**src/rtl/vga_timing_pkg.sv**
```systemverilog
// ----------------------------------------------------------------------------
// vga_timing_pkg
// Shared definitions for the VGA timing controller:
//   - default 640x480@60 timing constants (display, porches, sync widths)
//   - derived totals and sync start/end positions for the default timing
//   - raster coordinate type, scheduler state encoding, range helper
// ----------------------------------------------------------------------------
package vga_timing_pkg;

    localparam int COORD_W = 10;

    localparam int DEF_TICK_DIV = 2;
    localparam int DEF_HD = 640;
    localparam int DEF_HF = 16;
    localparam int DEF_HB = 48;
    localparam int DEF_HR = 96;
    localparam int DEF_VD = 480;
    localparam int DEF_VF = 10;
    localparam int DEF_VB = 33;
    localparam int DEF_VR = 2;

    localparam int DEF_HT = DEF_HD + DEF_HF + DEF_HB + DEF_HR;
    localparam int DEF_VT = DEF_VD + DEF_VF + DEF_VB + DEF_VR;

    localparam int DEF_HSYNC_START = DEF_HD + DEF_HF;
    localparam int DEF_HSYNC_END   = DEF_HD + DEF_HF + DEF_HR - 1;
    localparam int DEF_VSYNC_START = DEF_VD + DEF_VF;
    localparam int DEF_VSYNC_END   = DEF_VD + DEF_VF + DEF_VR - 1;

    typedef logic [COORD_W-1:0] coord_t;

    typedef enum logic [1:0] {
        IDLE    = 2'd0,
        GRANT   = 2'd1,
        PREEMPT = 2'd2
    } sched_state_t;

    // Inclusive range test on an unsigned raster coordinate.
    function automatic logic in_range(coord_t v, int lo, int hi);
        return (int'(v) >= lo) && (int'(v) <= hi);
    endfunction

endpackage

```
**src/rtl/vga_timing_ctrl_if.sv**
```systemverilog
// ----------------------------------------------------------------------------
// vga_timing_ctrl_if
// Bundle between the timing controller and its consumers.
//   upd_req      : level request to update displayed data (consumer -> ctrl)
//   p_tick       : one-clk pixel enable
//   pixel_x/y    : raster counters
//   hsync/vsync  : active-low syncs
//   video_on     : inside the visible area
//   frame_start  : one-clk pulse when the raster wraps to (0,0)
//   upd_window   : vertical blank
//   upd_ack      : grant, display data may be written while high
//   upd_abort    : one-clk pulse when a grant is revoked at end of blank
// Modports: master = timing controller, slave = consumer.
// ----------------------------------------------------------------------------
interface vga_timing_ctrl_if;
    import vga_timing_pkg::*;

    logic   upd_req;
    logic   p_tick;
    coord_t pixel_x;
    coord_t pixel_y;
    logic   hsync;
    logic   vsync;
    logic   video_on;
    logic   frame_start;
    logic   upd_window;
    logic   upd_ack;
    logic   upd_abort;

    modport master (
        input  upd_req,
        output p_tick, pixel_x, pixel_y, hsync, vsync, video_on,
        output frame_start, upd_window, upd_ack, upd_abort
    );

    modport slave (
        output upd_req,
        input  p_tick, pixel_x, pixel_y, hsync, vsync, video_on,
        input  frame_start, upd_window, upd_ack, upd_abort
    );
endinterface

```
**src/rtl/pixel_tick_gen.sv**
```systemverilog
// ----------------------------------------------------------------------------
// pixel_tick_gen
// Divides the system clock down to a one-clk pixel enable.
//   clk      : system clock
//   reset    : asynchronous, active-high
//   o_p_tick : high for one clk every TICK_DIV clks (constant 1 when TICK_DIV=1)
// ----------------------------------------------------------------------------
module pixel_tick_gen #(
    parameter int TICK_DIV = 2
) (
    input  logic clk,
    input  logic reset,
    output logic o_p_tick
);
    localparam int CW = (TICK_DIV > 1) ? $clog2(TICK_DIV) : 1;
    localparam logic [CW-1:0] LAST = CW'(TICK_DIV - 1);

    logic [CW-1:0] r_cnt;
    logic          r_tick;

    // The tick is registered so it is guaranteed low while reset is held,
    // even in the TICK_DIV=1 build where the count never moves.
    always_ff @(posedge clk or posedge reset) begin
        if (reset) begin
            r_cnt  <= '0;
            r_tick <= 1'b0;
        end else begin
            r_tick <= (r_cnt == LAST);
            r_cnt  <= (r_cnt == LAST) ? '0 : r_cnt + CW'(1);
        end
    end

    assign o_p_tick = r_tick;

endmodule

```
**src/rtl/vga_timing_ctrl.sv**
```systemverilog
// ----------------------------------------------------------------------------
// vga_timing_ctrl
// Raster timing generator and display-update scheduler for the VGA path.
//   clk   : system clock
//   reset : asynchronous, active-high
//   bus   : vga_timing_ctrl_if.master (upd_req in; p_tick, pixel_x, pixel_y,
//           hsync, vsync, video_on, frame_start, upd_window, upd_ack,
//           upd_abort out)
// Display-data writes are granted only during vertical blank so the visible
// picture never tears; a grant still held when blank ends is revoked with a
// one-clk abort pulse and re-issued at the next blank.
// ----------------------------------------------------------------------------
module vga_timing_ctrl
    import vga_timing_pkg::*;
#(
    parameter int TICK_DIV = DEF_TICK_DIV,
    parameter int HD = DEF_HD,
    parameter int HF = DEF_HF,
    parameter int HB = DEF_HB,
    parameter int HR = DEF_HR,
    parameter int VD = DEF_VD,
    parameter int VF = DEF_VF,
    parameter int VB = DEF_VB,
    parameter int VR = DEF_VR
) (
    input logic              clk,
    input logic              reset,
    vga_timing_ctrl_if.master bus
);
    localparam int HT = HD + HF + HB + HR;
    localparam int VT = VD + VF + VB + VR;
    localparam int HS_START = HD + HF;
    localparam int HS_END   = HD + HF + HR - 1;
    localparam int VS_START = VD + VF;
    localparam int VS_END   = VD + VF + VR - 1;

    localparam coord_t X_LAST = coord_t'(HT - 1);
    localparam coord_t Y_LAST = coord_t'(VT - 1);

    generate
        if (TICK_DIV < 1) begin : g_bad_div
            $error("vga_timing_ctrl: TICK_DIV must be >= 1");
        end
        if ((HT - 1 >= 1024) || (VT - 1 >= 1024)) begin : g_bad_geom
            $error("vga_timing_ctrl: raster totals do not fit 10-bit counters");
        end
    endgenerate

    logic         w_p_tick;
    logic         w_x_wrap;
    logic         w_y_wrap;
    coord_t       w_x_next;
    coord_t       w_y_next;
    logic         w_window;
    logic         w_video_on;

    coord_t       r_x;
    coord_t       r_y;
    logic         r_hsync;
    logic         r_vsync;
    logic         r_frame_start;
    logic         r_ack;
    logic         r_abort;
    sched_state_t r_state;

    pixel_tick_gen #(
        .TICK_DIV (TICK_DIV)
    ) u_tick (
        .clk      (clk),
        .reset    (reset),
        .o_p_tick (w_p_tick)
    );

    always_comb begin
        w_x_wrap = (r_x == X_LAST);
        w_y_wrap = (r_y == Y_LAST);
        w_x_next = r_x;
        w_y_next = r_y;
        if (w_p_tick) begin
            w_x_next = w_x_wrap ? '0 : r_x + coord_t'(1);
            if (w_x_wrap) begin
                w_y_next = w_y_wrap ? '0 : r_y + coord_t'(1);
            end
        end
    end

    // Syncs decode the next counter values so they line up with the
    // registered counters in the same clk.
    always_ff @(posedge clk or posedge reset) begin
        if (reset) begin
            r_x           <= '0;
            r_y           <= '0;
            r_hsync       <= 1'b1;
            r_vsync       <= 1'b1;
            r_frame_start <= 1'b0;
        end else begin
            r_x           <= w_x_next;
            r_y           <= w_y_next;
            r_hsync       <= !in_range(w_x_next, HS_START, HS_END);
            r_vsync       <= !in_range(w_y_next, VS_START, VS_END);
            r_frame_start <= w_p_tick && w_x_wrap && w_y_wrap;
        end
    end

    assign w_window   = (r_y >= coord_t'(VD));
    assign w_video_on = (r_x < coord_t'(HD)) && (r_y < coord_t'(VD));

    // Dropping the request wins over the end of blank, so a requester that
    // lets go exactly as blank ends sees no abort.
    always_ff @(posedge clk or posedge reset) begin
        if (reset) begin
            r_state <= IDLE;
            r_ack   <= 1'b0;
            r_abort <= 1'b0;
        end else begin
            r_abort <= 1'b0;
            unique case (r_state)
                IDLE: begin
                    if (bus.upd_req && w_window) begin
                        r_state <= GRANT;
                        r_ack   <= 1'b1;
                    end
                end
                GRANT: begin
                    if (!bus.upd_req) begin
                        r_state <= IDLE;
                        r_ack   <= 1'b0;
                    end else if (!w_window) begin
                        r_state <= PREEMPT;
                        r_ack   <= 1'b0;
                        r_abort <= 1'b1;
                    end
                end
                PREEMPT: begin
                    if (!bus.upd_req) begin
                        r_state <= IDLE;
                    end else if (w_window) begin
                        r_state <= GRANT;
                        r_ack   <= 1'b1;
                    end
                end
                default: begin
                    r_state <= IDLE;
                    r_ack   <= 1'b0;
                end
            endcase
        end
    end

    assign bus.p_tick      = w_p_tick;
    assign bus.pixel_x     = r_x;
    assign bus.pixel_y     = r_y;
    assign bus.hsync       = r_hsync;
    assign bus.vsync       = r_vsync;
    assign bus.video_on    = w_video_on;
    assign bus.frame_start = r_frame_start;
    assign bus.upd_window  = w_window;
    assign bus.upd_ack     = r_ack;
    assign bus.upd_abort   = r_abort;

endmodule

```
**src/flat_wrapper.sv**
```systemverilog
// flat-port wrapper written by rule: the top's interface ports become plain ports
module vga_timing_ctrl_flat import vga_timing_pkg::*;
#(
    parameter int TICK_DIV = DEF_TICK_DIV,
    parameter int HD = DEF_HD,
    parameter int HF = DEF_HF,
    parameter int HB = DEF_HB,
    parameter int HR = DEF_HR,
    parameter int VD = DEF_VD,
    parameter int VF = DEF_VF,
    parameter int VB = DEF_VB,
    parameter int VR = DEF_VR
)
  (clk, reset, bus_upd_req, bus_p_tick, bus_pixel_x, bus_pixel_y, bus_hsync, bus_vsync, bus_video_on, bus_frame_start, bus_upd_window, bus_upd_ack, bus_upd_abort);
  vga_timing_ctrl_if bus_i ();
  input logic clk;
  input logic reset;
  input wire logic [$bits(bus_i.upd_req)-1:0] bus_upd_req;
  output wire logic [$bits(bus_i.p_tick)-1:0] bus_p_tick;
  output wire logic [$bits(bus_i.pixel_x)-1:0] bus_pixel_x;
  output wire logic [$bits(bus_i.pixel_y)-1:0] bus_pixel_y;
  output wire logic [$bits(bus_i.hsync)-1:0] bus_hsync;
  output wire logic [$bits(bus_i.vsync)-1:0] bus_vsync;
  output wire logic [$bits(bus_i.video_on)-1:0] bus_video_on;
  output wire logic [$bits(bus_i.frame_start)-1:0] bus_frame_start;
  output wire logic [$bits(bus_i.upd_window)-1:0] bus_upd_window;
  output wire logic [$bits(bus_i.upd_ack)-1:0] bus_upd_ack;
  output wire logic [$bits(bus_i.upd_abort)-1:0] bus_upd_abort;
  assign bus_i.upd_req = bus_upd_req;
  assign bus_p_tick = bus_i.p_tick;
  assign bus_pixel_x = bus_i.pixel_x;
  assign bus_pixel_y = bus_i.pixel_y;
  assign bus_hsync = bus_i.hsync;
  assign bus_vsync = bus_i.vsync;
  assign bus_video_on = bus_i.video_on;
  assign bus_frame_start = bus_i.frame_start;
  assign bus_upd_window = bus_i.upd_window;
  assign bus_upd_ack = bus_i.upd_ack;
  assign bus_upd_abort = bus_i.upd_abort;
  vga_timing_ctrl #(.TICK_DIV(TICK_DIV), .HD(HD), .HF(HF), .HB(HB), .HR(HR), .VD(VD), .VF(VF), .VB(VB), .VR(VR)) u_core (.clk(clk), .reset(reset), .bus(bus_i));
endmodule
```
**config.mk**
```make
export PLATFORM = sky130hd
export DESIGN_NAME = vga_timing_ctrl_flat
export DESIGN_NICKNAME = d
export VERILOG_FILES = /design/src/rtl/vga_timing_pkg.sv /design/src/rtl/vga_timing_ctrl_if.sv /design/src/rtl/pixel_tick_gen.sv /design/src/rtl/vga_timing_ctrl.sv /design/src/flat_wrapper.sv
export SDC_FILE = /design/constraint.sdc
export NUM_CORES = 1
export LEC_CHECK = 0
export CAP_MARGIN = 20
export CORE_MARGIN = 2
export CORE_UTILIZATION = 25
export CTS_BUF_LIST = sky130_fd_sc_hd__clkbuf_8
export CTS_CLUSTER_DIAMETER = 100
export DETAILED_ROUTE_END_ITERATION = 6
export PLACE_DENSITY = 0.54
export SYNTH_ARGS = -nofsm -noshare
export SYNTH_HDL_FRONTEND = slang
export SYNTH_SLANG_ARGS = --single-unit
```
**constraint.sdc**
```tcl
create_clock -name clk -period 3.1 [get_ports clk]
set_input_delay 0.31 -clock clk [delete_from_list [all_inputs] [get_ports clk]]
set_output_delay 0.31 -clock clk [all_outputs]
set_load 0.01 [all_outputs]
```
# After elaboration in Yosys (flattened, before gate mapping)
# Cells that the tools add are included.
dict set report op_classes {
  addsub 3
  mux 21
  n_eq_ne 9
  n_reduce_logical 11
  magnitude_cmp 7
}
# op count
set op_table {}
lappend op_table {{$mux W10} 5}
lappend op_table {{$add A10 B1 Y10 const B} 2}
lappend op_table {{$eq A10 B10 Y1 const B} 2}
lappend op_table {{$ge A10 B9 Y1 const B} 2}
lappend op_table {{$ge A10 B10 Y1 const B} 1}
lappend op_table {{$le A10 B10 Y1 const B} 1}
lappend op_table {{$le A10 B9 Y1 const B} 1}
lappend op_table {{$lt A10 B10 Y1 const B} 1}
lappend op_table {{$lt A10 B9 Y1 const B} 1}
lappend op_table {{$mux W2} 5}
lappend op_table {{$mux W1} 9}
lappend op_table {{$logic_and A1 B1 Y1} 6}
lappend op_table {{$pmux W2 S3} 1}
lappend op_table {{$ne A2 B1 Y1 const B} 2}
lappend op_table {{$reduce_and A4 Y1} 1}
lappend op_table {{$ne A3 B2 Y1 const B} 1}
lappend op_table {{$ne A3 B3 Y1 const B} 1}
lappend op_table {{$pmux W1 S3} 1}
lappend op_table {{$reduce_and A3 Y1} 1}
lappend op_table {{$eq A2 B1 Y1 const B} 1}
lappend op_table {{$eq A2 B2 Y1 const B} 1}
lappend op_table {{$logic_not A1 Y1} 2}
lappend op_table {{$logic_not A2 Y1} 1}
lappend op_table {{$ne A2 B2 Y1 const B} 1}
lappend op_table {{$add A1 B1 Y1 const B} 1}
dict set report totals {
  input_bits 3
  output_inout_bits 28
  reg_bits 29
  elab_cells 61
}

# Longest topological paths before layout
dict set report logic_depth {
  depth_word 7
  ltp_mapped 8
  depth_no_buf 7
}

# Modules after synthesis
# A second synthesis with hierarchy kept.
dict set report hier_totals {
  cells_unflattened 166
  area_unflattened_um2 1617.8
}
# module area_each_um2 instances seq_area_each_um2 cells_each
set by_module_without_submodules {}
lappend by_module_without_submodules {vga_timing_ctrl 1560.2 1 678.2 162}
lappend by_module_without_submodules {pixel_tick_gen 57.6 1 50.0 4}

# Worst setup path after synthesis
# Ideal clock, no wire load.
dict set report synth_path {
  kind {reg2reg}
  from {register u_core.r_x[7] (netlist: u_core.bus.pixel_x[7])}
  to {register u_core.r_vsync (netlist: u_core.bus.vsync)}
  slack_ns 1.062
  setup_time_ns 0.090
  stages_incl_launch_ff 7
  n_path_buf 1
  required_ns 3.010
  synth_period_minus_slack_ns 2.038
  arrival_ns 1.948
  cell_sequence {dfrtp_1 > or4b_4 > or3_1 > buf_6 > nor3_4 > xor2_2 > nand4_1}
}
dict set report synth_between {
  elab_chain_len 6
  word_cells_on_any_way 7
  cone_classes {2 x order compare; 1 x eq/ne; 2 x mux; 2 x reduce/logical}
}
# element line_no
set synth_rtl {}
lappend synth_rtl {{from (decl)} vga_timing_ctrl.sv:57} ;# coord_t r_x;
lappend synth_rtl {{from (signal assigned)} vga_timing_ctrl.sv:97} ;# r_x <= w_x_next;
lappend synth_rtl {{$eq A10 B10 Y1 *} vga_timing_ctrl.sv:75} ;# w_x_wrap = (r_x == X_LAST);
lappend synth_rtl {{$mux W10 *} vga_timing_ctrl.sv:81} ;# if (w_x_wrap) begin
lappend synth_rtl {{$mux W10 *} vga_timing_ctrl.sv:79} ;# if (w_p_tick) begin
lappend synth_rtl {{via u_core.w_y_next[5]} vga_timing_ctrl.sv:53} ;# coord_t w_y_next;
lappend synth_rtl {{$ge A10 B9 Y1 / $le A10 B9 Y1 (equally long branches)} vga_timing_pkg.sv:40} ;# return (int'(v) >= lo) && (int'(v) <= hi);
lappend synth_rtl {{$logic_and A1 B1 Y1 *} vga_timing_pkg.sv:40}
lappend synth_rtl {{$logic_not A1 Y1 *} vga_timing_ctrl.sv:100} ;# r_vsync <= !in_range(w_y_next, VS_START, VS_END);
lappend synth_rtl {{to (signal assigned)} vga_timing_ctrl.sv:100}
lappend synth_rtl {{to (decl)} vga_timing_ctrl.sv:60} ;# logic r_vsync;
# Mark *: on every way through the listed nets, which the timed path passes. The rest lies on a longest branch.
# A chain may end at the register's enable or synchronous reset.

# Worst setup path in the final report
dict set report layout_path {
  from {register u_core.r_x[0] (netlist: u_core.bus.pixel_x[0])}
  to {register u_core.r_y[9] (netlist: u_core.bus.pixel_y[9])}
}
dict set report layout_between {
  elab_chain_len 3
}
# element line_no
set layout_rtl {}
lappend layout_rtl {{$eq A10 B10 Y1} vga_timing_ctrl.sv:75}
lappend layout_rtl {{$mux W10} vga_timing_ctrl.sv:81}
lappend layout_rtl {{$mux W10} vga_timing_ctrl.sv:79}
lappend layout_rtl {{via u_core.w_y_next[9]} vga_timing_ctrl.sv:53}
lappend layout_rtl {{to (signal assigned)} vga_timing_ctrl.sv:98} ;# r_y <= w_y_next;
lappend layout_rtl {{to (decl)} vga_timing_ctrl.sv:58} ;# coord_t r_y;
# The timed path passes the listed nets, and every way through them passes these cells.

==> impl_metrics.yaml <==
power:
  powerDensity_mw_per_mm2: 365
  leakage_nw: 0.784
  vdd_drop_max_mv: 0.214
route:
  postRouteAntennaNets: 0
  drc: 0
  via_count: 1195
  wirelength_mm: 3.40
  wire_per_inst_um: 13.2
  via_per_inst: 4.63
  first_pass_iters: 4
  drt-initial-drc-count: 94
sta:
  finalSetupTns_ns: 0
  fin_crit_ns: 2.34
  maxSlewViolCount: 0
  fmax_ghz: 0.426
  rsz0062_at_grt: "no"
  maxSlewHeadroom: 0.570
  setup_viol: 0
  finalHoldViolCount: 0
  worstMarginPinSlew_ns: 0.642
  fin_skew_ns: 0.0124
  min_period_over_period: 0.756
floorplanning:
  die_w_um: 81.5
  ioPinCount: 31
  num_rows: 28
  initial_core_util: 0.256
  core_area_mm2: 0.00585
  die-area_mm2: 0.00664
  die_height_um: 81.5
setup_path:
  critPathKind: "reg2reg"
  startpoint_type: "register"
  crit_path_end_kind: "register"
  arrival_ns: 2.55
  reg2reg_depth: 6
  required_ns: 3.31
  crit_fanout: 9
synthesis:
  avgSynthCellArea_um2: 10.0
  ys.warnings.count: 0
  synth_area_leaders: "dfrtp_1 (45%), xnor2_1 (4.7%), nand4_1 (4.6%), nand2_1 (4.0%), dfstp_2 (3.5%)"
  synthTopCellsByCount: "dfrtp_1 (27), nand2_1 (16), nand4_1 (11), nor2_1 (11), inv_1 (10)"
  yosys.cell_types.count: 38
  seq_area_frac_synth: 0.485
  synth-main-ff-cell: "dfrtp_1"
  syn_area_mm2: 0.00150
  yosys.area.top_type: "dfrtp_1"
  postSynthCellCount: 150
  synth_edf_count: 0
  ys_seq_elements: 29
  synth_most_common_cell: "dfrtp_1"
  async_flop_share: 1.00
  synthesis.nets: 156
  synth_top_area_share: 0.450
grt:
  grt_pass1_vias: 1141
  antenna_found_initial: 0
  grt_max_degree: 30
  grt_usage: 0.117
  grt_pass1_wl_mm: 5.74
  overflow: 0
clock_tree:
  clock_latency_ns: 0.29
  numCtsBuffers: 5
  path_clk_slew_ns: 0.07
  clk_path_buf_depth: 2
  cts_root_buf: "clkbuf_8"
  post_cts_buffers: 0
  h-tree-depth: 2
  cts_hold_buf: 0
  ctsResizeCount: 0
  cts_tree: "built"
  numClockSinks: 29
hold_path:
  hp-class: "reg2reg"
  hold_path_depth: 0
place:
  io_buffers: 30
  place_congestion: 0.801
  place_area_mm2: 0.00184
  hpwl_mm: 2.40
final_layout:
  design_area_mm2: 0.00193
  area_growth_pct: 28.7
  finalNetCount: 188
  fillers: 606
  drive_gt1_frac: 0.0984
  diodes: 0
status:
  status: "complete, no violations"
flow_run:
  cap_violations: 0
==> layer usage <==
metal,GRT usage,share of wire
met5,0,0
met4,0.0356,0.0085
met3,0.0484,0.073
met2,0.169,0.45
met1,0.158,0.47
==> layout by cell type, fill, tap and decap left out, types with 2 or more instances in the layout <==
cell type | Yosys | final
clkdlybuf4s50_1 | 0 | 30
dfrtp_1 | 27 | 27
nand2_1 | 16 | 16
inv_1 | 10 | 12
nand4_1 | 11 | 11
nor2_1 | 11 | 11
a21oi_1 | 8 | 8
xnor2_1 | 8 | 8
o21ai_0 | 7 | 7
nand3_1 | 6 | 6
clkbuf_8 | 2 | 6
xor2_1 | 3 | 3
nor4_1 | 3 | 3
nor3b_1 | 3 | 3
ha_1 | 3 | 3
nor3_1 | 2 | 2
or3_1 | 2 | 2
nand2b_1 | 2 | 2
o31ai_1 | 2 | 2
mux2i_1 | 2 | 2
or2_2 | 2 | 2
dfstp_2 | 2 | 2
==> metrics by stage <==
stage | power, mW | hold slack [ns] | cells | setup WS [ns] | utilization
global route | 0.735 | 0.393 | 258 | 0.532 | 0.330
finish | 0.704 | 0.374 | 258 | 0.755 | 0.330
CTS | 0.713 | 0.373 | 258 | 0.780 | 0.330
detailed placement | 0.398 | 0.360 | 250 | 0.808 | 0.315
floorplan | 0.392 | 0.354 | 150 | 1.06 | -
global placement | 0.398 | 0.360 | 250 | 0.891 | 0.315
==> where the power goes <==
| group | internal [mW] | switching (mW) | total (mW) |
|---|---|---|---|
| Combinational | 0.00370 | 0.00826 | 0.0120 |
| Clock | 0.174 | 0.139 | 0.313 |
| Sequential | 0.379 | 0.0000000000000000364 | 0.379 |
==> registers in the layout, indices dropped and copies added, names as in the netlist <==
| name | count |
|---|---|
| u_core.bus.upd_ack | 1 |
| u_core.bus.pixel_y | 10 |
| u_core.bus.vsync | 1 |
| u_core.bus.pixel_x | 10 |
| u_core.r_state | 2 |
| u_core.bus.frame_start | 1 |
| u_core.u_tick.o_p_tick | 1 |
| u_core.bus.upd_abort | 1 |
| u_core.bus.hsync | 1 |
| u_core.u_tick.r_cnt | 1 |
==> logic make-up after synthesis <==
family | after synthesis | synth area share
compound gates | 23 | 0.0934
xor+xnor | 12 | 0.0751
fa+ha+maj | 3 | 0.0250
buf+inv | 16 | 0.0659
flops | 29 | 0.485
mux | 2 | 0.0133
simple gates | 65 | 0.242
==> path summary, 6_finish.rpt <==
check	from	to	slack [ns]
worst max-delay path	u_core.bus.pixel_x[0]	u_core.bus.pixel_y[9]	0.76
max in group asynchronous	reset	u_core.bus.vsync	2.39
worst min register to register	u_core.u_tick.r_cnt	u_core.u_tick.o_p_tick	0.37
worst min-delay path	u_core.u_tick.r_cnt	u_core.u_tick.o_p_tick	0.37
worst max register to register	u_core.bus.pixel_x[0]	u_core.bus.pixel_y[9]	0.76
min in group asynchronous	reset	u_core.bus.pixel_x[3]	0.39
==> worst max-delay path: stages (launching register included) <==
cell     delay, ns
dfrtp_1       0.43
ha_1          0.23
nand4_1       0.28
nor3_2        0.64
nand2_1       0.21
or3_1         0.39
o21ai_0       0.08
==> layout make-up <==
cell class / instances / area, µm² / area share
Tap cell: 75 / 93.8 / 0.0486
Inverter: 10 / 37.5 / 0.0194
Timing Repair Buffer: 31 / 308 / 0.159
Sequential cell: 29 / 728 / 0.377
Clock buffer: 6 / 82.6 / 0.0428
Multi-Input combinational cell: 105 / 673 / 0.349
Clock inverter: 2 / 7.51 / 0.00389
Note: power is estimated with default switching activity, not from simulation.
